File: src/rtl/ram_arbiter_pkg.sv
// ram_arbiter_pkg
//   Shared definitions for the two-requester RAM arbiter: default address
//   and data widths, the arbiter FSM state encoding and the requester IDs
//   used for the winner and last_grant registers.
package ram_arbiter_pkg;

  localparam int ADDR_W = 6;
  localparam int DATA_W = 8;

  typedef enum logic [1:0] {
    IDLE  = 2'd0,
    ISSUE = 2'd1,
    RESP  = 2'd2
  } state_e;

  localparam logic REQ_A = 1'b0;
  localparam logic REQ_B = 1'b1;

endpackage : ram_arbiter_pkg

File: src/rtl/rr_arb2.sv
// rr_arb2
//   Two-input round-robin grant. A lone valid requester wins outright; when
//   both are valid, the one that was not granted most recently wins.
// Ports:
//   a_valid_i, b_valid_i  request bits from requester A and B
//   last_grant_i          ID of the requester granted most recently
//   a_grant_o, b_grant_o  one-hot (or all-zero) grant
//   winner_o              ID of the granted requester (REQ_A when none)
module rr_arb2
  import ram_arbiter_pkg::*;
(
  input  logic a_valid_i,
  input  logic b_valid_i,
  input  logic last_grant_i,
  output logic a_grant_o,
  output logic b_grant_o,
  output logic winner_o
);

  // Grant selection with round-robin tie break
  always_comb begin
    a_grant_o = 1'b0;
    b_grant_o = 1'b0;
    if (a_valid_i && b_valid_i) begin
      if (last_grant_i == REQ_B) begin
        a_grant_o = 1'b1;
      end else begin
        b_grant_o = 1'b1;
      end
    end else if (a_valid_i) begin
      a_grant_o = 1'b1;
    end else if (b_valid_i) begin
      b_grant_o = 1'b1;
    end else begin
      a_grant_o = 1'b0;
      b_grant_o = 1'b0;
    end
    winner_o = b_grant_o ? REQ_B : REQ_A;
  end

endmodule : rr_arb2

File: src/rtl/ram_arbiter.sv
// ram_arbiter
//   Shares one single-port synchronous RAM between two requesters. Each
//   transaction runs IDLE -> ISSUE -> RESP: the request is accepted in IDLE,
//   driven to the RAM during ISSUE, and completed with a one-cycle response
//   pulse in RESP (read data arrives from the RAM in that cycle).
// Ports:
//   gated_clk, reset_n          clock, synchronous active-low reset
//   a_req_* / b_req_*           valid/ready request handshake with wr/addr/wdata
//   a_rsp_* / b_rsp_*           completion pulse and read data
//   ram_en, ram_r, ram_address,
//   ram_data, ram_out           RAM port (ram_r = 1 selects read)
//   busy                        high whenever a transaction is in flight
module ram_arbiter
  import ram_arbiter_pkg::*;
#(
  parameter int ADDR_W = ram_arbiter_pkg::ADDR_W,
  parameter int DATA_W = ram_arbiter_pkg::DATA_W
) (
  input  logic              gated_clk,
  input  logic              reset_n,
  input  logic              a_req_valid,
  output logic              a_req_ready,
  input  logic              a_req_wr,
  input  logic [ADDR_W-1:0] a_req_addr,
  input  logic [DATA_W-1:0] a_req_wdata,
  output logic              a_rsp_valid,
  output logic [DATA_W-1:0] a_rsp_rdata,
  input  logic              b_req_valid,
  output logic              b_req_ready,
  input  logic              b_req_wr,
  input  logic [ADDR_W-1:0] b_req_addr,
  input  logic [DATA_W-1:0] b_req_wdata,
  output logic              b_rsp_valid,
  output logic [DATA_W-1:0] b_rsp_rdata,
  output logic              ram_en,
  output logic              ram_r,
  output logic [ADDR_W-1:0] ram_address,
  output logic [DATA_W-1:0] ram_data,
  input  logic [DATA_W-1:0] ram_out,
  output logic              busy
);

  state_e            state_q;
  logic              last_grant_q;
  logic              owner_q;
  logic              wr_q;
  logic              busy_q;
  logic              ram_en_q;
  logic              ram_r_q;
  logic [ADDR_W-1:0] ram_address_q;
  logic [DATA_W-1:0] ram_data_q;
  logic              a_rsp_valid_q;
  logic              b_rsp_valid_q;

  logic              a_grant_s;
  logic              b_grant_s;
  logic              winner_s;
  logic              idle_s;
  logic              accept_s;
  logic              sel_wr_s;
  logic [ADDR_W-1:0] sel_addr_s;
  logic [DATA_W-1:0] sel_wdata_s;

  rr_arb2 u_rr_arb2 (
    .a_valid_i    (a_req_valid),
    .b_valid_i    (b_req_valid),
    .last_grant_i (last_grant_q),
    .a_grant_o    (a_grant_s),
    .b_grant_o    (b_grant_s),
    .winner_o     (winner_s)
  );

  // Handshake: ready only in IDLE and never while reset is held
  always_comb begin
    idle_s      = (state_q == IDLE) && reset_n;
    a_req_ready = idle_s && a_grant_s;
    b_req_ready = idle_s && b_grant_s;
    accept_s    = a_req_ready || b_req_ready;
  end

  // Winner's request fields, captured on acceptance
  always_comb begin
    if (winner_s == REQ_B) begin
      sel_wr_s    = b_req_wr;
      sel_addr_s  = b_req_addr;
      sel_wdata_s = b_req_wdata;
    end else begin
      sel_wr_s    = a_req_wr;
      sel_addr_s  = a_req_addr;
      sel_wdata_s = a_req_wdata;
    end
  end

  // Arbiter FSM with registered RAM-side and response-valid outputs
  always_ff @(posedge gated_clk) begin
    if (!reset_n) begin
      state_q       <= IDLE;
      last_grant_q  <= REQ_B;
      owner_q       <= REQ_A;
      wr_q          <= 1'b0;
      busy_q        <= 1'b0;
      ram_en_q      <= 1'b0;
      ram_r_q       <= 1'b0;
      ram_address_q <= '0;
      ram_data_q    <= '0;
      a_rsp_valid_q <= 1'b0;
      b_rsp_valid_q <= 1'b0;
    end else begin
      case (state_q)
        IDLE: begin
          if (accept_s) begin
            state_q       <= ISSUE;
            last_grant_q  <= winner_s;
            owner_q       <= winner_s;
            wr_q          <= sel_wr_s;
            busy_q        <= 1'b1;
            ram_en_q      <= 1'b1;
            ram_r_q       <= ~sel_wr_s;
            ram_address_q <= sel_addr_s;
            ram_data_q    <= sel_wdata_s;
          end
        end
        ISSUE: begin
          state_q       <= RESP;
          ram_en_q      <= 1'b0;
          ram_r_q       <= 1'b0;
          ram_address_q <= '0;
          ram_data_q    <= '0;
          a_rsp_valid_q <= (owner_q == REQ_A);
          b_rsp_valid_q <= (owner_q == REQ_B);
        end
        RESP: begin
          state_q       <= IDLE;
          busy_q        <= 1'b0;
          a_rsp_valid_q <= 1'b0;
          b_rsp_valid_q <= 1'b0;
        end
        default: begin
          state_q       <= IDLE;
          busy_q        <= 1'b0;
          ram_en_q      <= 1'b0;
          ram_r_q       <= 1'b0;
          ram_address_q <= '0;
          ram_data_q    <= '0;
          a_rsp_valid_q <= 1'b0;
          b_rsp_valid_q <= 1'b0;
        end
      endcase
    end
  end

  // Read data flows straight from the RAM in RESP; zero otherwise
  always_comb begin
    if (a_rsp_valid_q && !wr_q) begin
      a_rsp_rdata = ram_out;
    end else begin
      a_rsp_rdata = '0;
    end
    if (b_rsp_valid_q && !wr_q) begin
      b_rsp_rdata = ram_out;
    end else begin
      b_rsp_rdata = '0;
    end
  end

  assign a_rsp_valid = a_rsp_valid_q;
  assign b_rsp_valid = b_rsp_valid_q;
  assign ram_en      = ram_en_q;
  assign ram_r       = ram_r_q;
  assign ram_address = ram_address_q;
  assign ram_data    = ram_data_q;
  assign busy        = busy_q;

endmodule : ram_arbiter

File: config.mk
export PLATFORM = sky130hd
export DESIGN_NAME = ram_arbiter
export DESIGN_NICKNAME = d
export VERILOG_FILES = /design/src/rtl/ram_arbiter_pkg.sv /design/src/rtl/rr_arb2.sv /design/src/rtl/ram_arbiter.sv
export SDC_FILE = /design/constraint.sdc
export NUM_CORES = 1
export LEC_CHECK = 0
export ABC_AREA = 1
export CAP_MARGIN = 25
export CORE_MARGIN = 2
export CORE_UTILIZATION = 37
export CTS_CLUSTER_SIZE = 12
export DETAILED_ROUTE_END_ITERATION = 8
export GPL_TIMING_DRIVEN = 0
export PLACE_DENSITY = 0.8
export SLEW_MARGIN = 25
export SYNTH_ARGS = -nofsm -noshare
export SYNTH_HDL_FRONTEND = slang
export SYNTH_HIERARCHICAL = 1
export SYNTH_SLANG_ARGS = --single-unit
File: constraint.sdc
create_clock -name gated_clk -period 1.61 [get_ports gated_clk]
set_clock_uncertainty 0.1 [all_clocks]
set_input_delay 0.161 -clock gated_clk [delete_from_list [all_inputs] [get_ports gated_clk]]
set_output_delay 0.161 -clock gated_clk [all_outputs]
set_load 0.02 [all_outputs]
======== Yosys cells after proc, flatten, opt, wreduce, memory -nomap -nowiden ========
Index checks and enable logic that the tools add are counted.
storage, ports and cells
  flip-flop bits (word level) ............. 24
  bits of input ports ..................... 42
  output and inout bits ................... 37
  logic and storage cells ................. 56
operators by class
  equal/unequal tests ..................... 3
  mux-type cells .......................... 26
  bitwise logic cells ..................... 4
  reductions and logical operators ........ 12
operators by type and width
  operator                                              number
  two-way mux 8 bit                                     4
  case mux 8 bit (2 select lines)                       1
  two-way mux 6 bit                                     2
  case mux 6 bit (2 select lines)                       1
  two-way mux 1 bit                                     11
  case mux 1 bit (2 select lines)                       5
  logical AND 1 bit                                     6
  AND reduction 2 bit                                   3
  NOT 1 bit                                             4
  case mux 2 bit (2 select lines)                       1
  equality test 2 x 1 -> 1 bit (second input constant)  1
  equality test 2 bit (second input constant)           1
  zero test 2 bit                                       1
  two-way mux 2 bit                                     1
  != test 2 bit (second input constant)                 1
  zero test 1 bit                                       1
  logical OR 1 bit                                      1

======== Logic depth before layout (Yosys ltp) ========
  word-level depth ........................ 8
  mapped depth ............................ 9
  gate-level depth less buffers ........... 8

======== Cells and area by module ========
Netlist, hierarchy kept.
modules (own cells, without submodules)
  module       times used  cells each  area each (um2)  sequential area each (um2)
  ram_arbiter  1           182         1,256.2          480.5
  rr_arb2      1           6           28.8             0.0

======== Least setup slack after synthesis ========
Ideal clock, no wire load.
  kind .................................... register to register
  start ................................... register last_grant_q
  end ..................................... register ram_address_q[0] (netlist: ram_address[0])
  setup time .............................. 64 ps
  arrival ................................. 1,318 ps
  required time ........................... 1,446 ps
  path slack .............................. 129 ps
  cell stages (with the launch flop) ...... 9
  buffers on the path ..................... 2
  clock period less this slack ............ 1,481 ps
  cell sequence ........................... dfxtp_1 > a21oi_1 > buf_4 > clkbuf_1 > or2_2 > o211ai_1 > nand2_1 > nand2_1 > nor2_1
between the ends
  longest elaborated chain between the ends .. 6
  elaborated cells between the ends (all ways) .. 13
  those cells by class .................... eq/ne (1); mux (8); reduce/logical (4)
RTL lines
  what                             RTL line            source
  start: declaration               ram_arbiter.sv:44   logic last_grant_q;
  start signal: assignment         ram_arbiter.sv:113  last_grant_q <= winner_s;
  two-way mux 1 bit                rr_arb2.sv:25       if (last_grant_i == REQ_B) begin
  two-way mux 1 bit                rr_arb2.sv:24       if (a_valid_i && b_valid_i) begin
  named net b_grant_s              ram_arbiter.sv:56   logic b_grant_s;
  two-way mux 1 bit                rr_arb2.sv:38       winner_o = b_grant_o ? REQ_B : REQ_A;
  named net winner_s               ram_arbiter.sv:57   logic winner_s;
  two-way mux 6 bit                ram_arbiter.sv:83   if (winner_s == REQ_B) begin
  two-way mux 6 bit                ram_arbiter.sv:111  if (accept_s) begin
  case mux 6 bit (2 select lines)  ram_arbiter.sv:109  case (state_q)
  end signal: assignment           ram_arbiter.sv:119  ram_address_q <= sel_addr_s;
  end: declaration                 ram_arbiter.sv:50   logic [ADDR_W-1:0] ram_address_q;
The timed path passes the listed nets, and every way through them passes these cells. The select of a mux whose other input is x is not followed.
A chain may end at the register's enable or synchronous reset.

======== Worst setup path after layout ========
  start ................................... register wr_q
  end ..................................... output a_rsp_rdata[6]
between the ends
  longest elaborated chain between the ends .. 3
RTL lines
  what                      RTL line            source
  start: declaration        ram_arbiter.sv:46   logic wr_q;
  start signal: assignment  ram_arbiter.sv:115  wr_q <= sel_wr_s;
  zero test 1 bit           ram_arbiter.sv:154  if (a_rsp_valid_q && !wr_q) begin
  logical AND 1 bit         ram_arbiter.sv:154
  two-way mux 8 bit         ram_arbiter.sv:154
  end: declaration          ram_arbiter.sv:27   output logic [DATA_W-1:0] a_rsp_rdata,
No other way between the ends.

==> tab_implementation.tex <==
\begin{tabular}{lr}
\hline
Metric & Value \\
\hline
\multicolumn{2}{l}{\textbf{Floorplanning}} \\
Total die area & 3960 um2 \\
Floorplan die height & 62.9 um \\
Top-level I/O count & 79 \\
Chip width & 62.9 um \\
Core box area & 3340 um2 \\
Initial core utilization & 38.5\% \\
Count of standard-cell rows & 21 \\
\multicolumn{2}{l}{\textbf{Synth}} \\
Top-area cell type share of the netlist area & 37.4\% \\
Number of different library cells in the post-synthesis netlist & 21 \\
Primary FF master, synth & dfxtp\_1 \\
Fraction of the mapped netlist area in simple logic gates & 39.2\% \\
Share of synthesized flip-flops with an asynchronous set or reset & 0\% \\
Cells after synthesis & 188 \\
Number of enable flip-flop cells after synthesis & 0 \\
Mean cell area of the mapped netlist & 6.84 um2 \\
Yosys synthesis warning count & 6 \\
Largest area contributor in the netlist & dfxtp\_1 \\
Synthesized-area fraction occupied by xor and xnor cells & 0\% \\
Dominant combinational cell family by area after synthesis & simple AND/OR/NAND/NOR gates \\
Ranking of synthesized cells by area & dfxtp\_1 37\%, nor2\_1 13\%, nand2\_1 12\% \\
Flip-flop and latch count after synthesis & 24 \\
Mapped Area & 1280 um2 \\
Area fraction in compound gates after synthesis & 12.6\% \\
Sequential element share of the synthesized area & 37.4\% \\
Adder-cell share of the synthesized area & 0\% \\
Multiplexer area fraction after synthesis & 0\% \\
Syn\_nets & 230 \\
\multicolumn{2}{l}{\textbf{Clock network}} \\
CTS H-tree depth & 1 \\
Clock tree from TritonCTS & done \\
Buffer type at the clock tree root & clkbuf\_4 \\
Num Clock Sinks & 24 \\
Clock Tree Buf Depth & 2 \\
Cts hold-fix bufs & 0 \\
Later-pin clock latency in the skew report & 0.30 ns \\
Post-CTS clock slew at the launch and capture registers of the worst setup and hold paths & 0.13 ns \\
Num CTS Buffers & 3 \\
\multicolumn{2}{l}{\textbf{Cells and area}} \\
Most common library cell in the layout ignoring fill and taps & clkdlybuf4s50\_1 \\
Final net count & 313 \\
Register area & 485 um2 \\
Area of all placed cells without fillers & 2170 um2 \\
Area delta synth->final & 68.7\% \\
Multi-input gate area in the final layout & 679 um2 \\
Final instance count without filler cells & 316 \\
Number of inserted diodes & 0 \\
Share of post-route cells with drive strength above 1 & 17.0\% \\
Leading cell types in the layout, fill and taps excluded & 57 x clkdlybuf4s50\_1, 43 x nor2\_1, 41 x nand2\_1 \\
Filler cell count & 325 \\
\multicolumn{2}{l}{\textbf{Timing}} \\
Final hold violation count & 0 \\
Max-Slew Margin vs Limit & 65.6\% \\
Worst slew pin tran & 0.515 ns \\
Post-route minimum period & 1.60 ns \\
RSZ-0062 raised after global routing & yes \\
Fmax & 0.625 GHz \\
Total of endpoints with negative setup slack in the final report & 0 \\
Hold slack final & 0.0892 ns \\
Fin crit share & 99.4\% \\
Number of slew-limit violations in the final report & 0 \\
\multicolumn{2}{l}{\textbf{Critical path}} \\
Launching element type of the critical path & flip-flop \\
WS Path Type & flip-flop to output port \\
Data arrival time of the critical path & 1.34 ns \\
Start point of the critical path & wr\_q\$\_SDFFE\_PN0P\_ \\
Critical path endpoint category & output port \\
Worst reg2reg startpoint & last\_grant\_q\$\_SDFFE\_PN1P\_ \\
Highest fanout seen on the critical path & 8 \\
Required arrival time at the worst endpoint & 1.35 ns \\
\multicolumn{2}{l}{\textbf{Placement}} \\
Cells after DPL & 311 \\
Detailed placement HPWL & 2.70 mm \\
Total of buffers placed on input and output ports & 77 \\
Placer congestion estimate & 0.740 \\
Standard cell area after detailed placement & 2110 um2 \\
\multicolumn{2}{l}{\textbf{Job}} \\
Max-Cap Viols & 0 \\
\multicolumn{2}{l}{\textbf{Drt}} \\
Final WL & 3.40 mm \\
Wire length per cell after detailed routing & 10.7 um \\
DRC Markers & 0 \\
Detailed-route via count & 1457 \\
Number of vias per cell & 4.61 \\
First drt pass iteration count & 4 \\
Initial DRC count & 26 \\
DRT antenna net count & 0 \\
\multicolumn{2}{l}{\textbf{Worst hold path}} \\
Startpoint of the lowest-slack hold path & reset\_n \\
HP Class & primary input to flip-flop \\
\multicolumn{2}{l}{\textbf{Outcome}} \\
Run status & completed \\
\multicolumn{2}{l}{\textbf{Global route}} \\
Maximum number of pins on one net before global-route repair & 16 \\
Number of antenna violations at the first check in global routing & 0 \\
First-pass GRT wire length & 5.79 mm \\
Overflow left after global routing & 0 \\
Vias in the first global route & 1378 \\
All-layer global routing usage & 17.8\% \\
\multicolumn{2}{l}{\textbf{Pwr}} \\
Total power after layout & 1840 uW \\
Power per standard cell area & 847 nW/um2 \\
Largest vdd supply drop & 0.454 mV \\
Leak pwr & 0.00102 uW \\
\hline
\end{tabular}
## where the power goes
group	total, uW	switching [uW]	internal, uW
Sequential	734	51.9	682
Clock	311	173	138
Combinational	791	400	390
Total	1840	625	1210
## Yosys cell counts (2+ instances only)
cell / instances
buf_1: 2
buf_2: 3
buf_6: 2
dfxtp_1: 24
inv_1: 22
nand2_1: 42
nand3_1: 8
nand3_2: 2
nor2_1: 43
o211ai_1: 14
o21ai_0: 3
or2_2: 14
## routing by layer
| metal | track usage, % | vias up | part of all wire [%] |
|---|---|---|---|
| li1 | - | 753 | - |
| met1 | 19.4 | 642 | 41 |
| met2 | 33.8 | 58 | 51 |
| met3 | 4.86 | 4 | 7.7 |
| met4 | 4.17 | 0 | 0.80 |
| met5 | 0 | - | 0 |
## logic make-up (layout without fill, tap and decap cells)
| logic type | after synthesis | in the layout |
|---|---|---|
| flops | 24 | 24 |
| buf+inv | 31 | 113 |
| compound gates | 22 | 22 |
| simple gates | 111 | 111 |
## critical path: stages, from the launching register on
cell             delay (ns)
dfxtp_1                0.34
inv_1                  0.07
nand2_1                0.16
nor2_1                 0.14
clkdlybuf4s15_1        0.32
## path summary, 6_finish.rpt
kind                         endpoint  slack [ns]  cells past startpoint
min reg2reg       ram_en$_SDFFE_PN0P_        0.37                      2
max reg2reg  ram_data[4]$_SDFFE_PN0P_        0.11                      8
max                    a_rsp_rdata[6]        0.01                      4
min               ram_en$_SDFFE_PN0P_        0.09                      3
## sequential cells by signal, summed over array words and instances, names as in the netlist
register	flops
ram_data	8
last_grant_q	1
ram_r	1
owner_q	1
wr_q	1
busy	1
a_rsp_valid	1
state_q	2
ram_en	1
b_rsp_valid	1
ram_address	6
## layout make-up
class / count / share of cell area, %
buffer: 8 / 2.71
clock buffer: 4 / 1.67
inverter: 22 / 3.98
multi-input combinational: 133 / 31.3
sequential: 24 / 22.4
tap: 46 / 2.65
timing repair buffer: 78 / 34.9
timing repair inverter: 1 / 0.346
## per-stage QoR
stage          util [%]  setup WS (ns)  setup TNS, ns
5_1_grt            65.0         -0.122          -1.16
6_report           65.0         0.0101              0
2_1_floorplan         -          0.129              0
4_1_cts            64.9        -0.0238        -0.0238
3_5_place_dp       63.3         -0.540          -8.30
3_3_place_gp       63.3         -0.522          -7.68
## timing repair
item                                    CTS  global route
endpoints found under the setup margin   30            33
resized for setup                        44            18
pin swaps                                 1             0
cloned                                    0             1
buffers inserted                          1             0
Note: power is estimated with default switching activity, not from simulation.
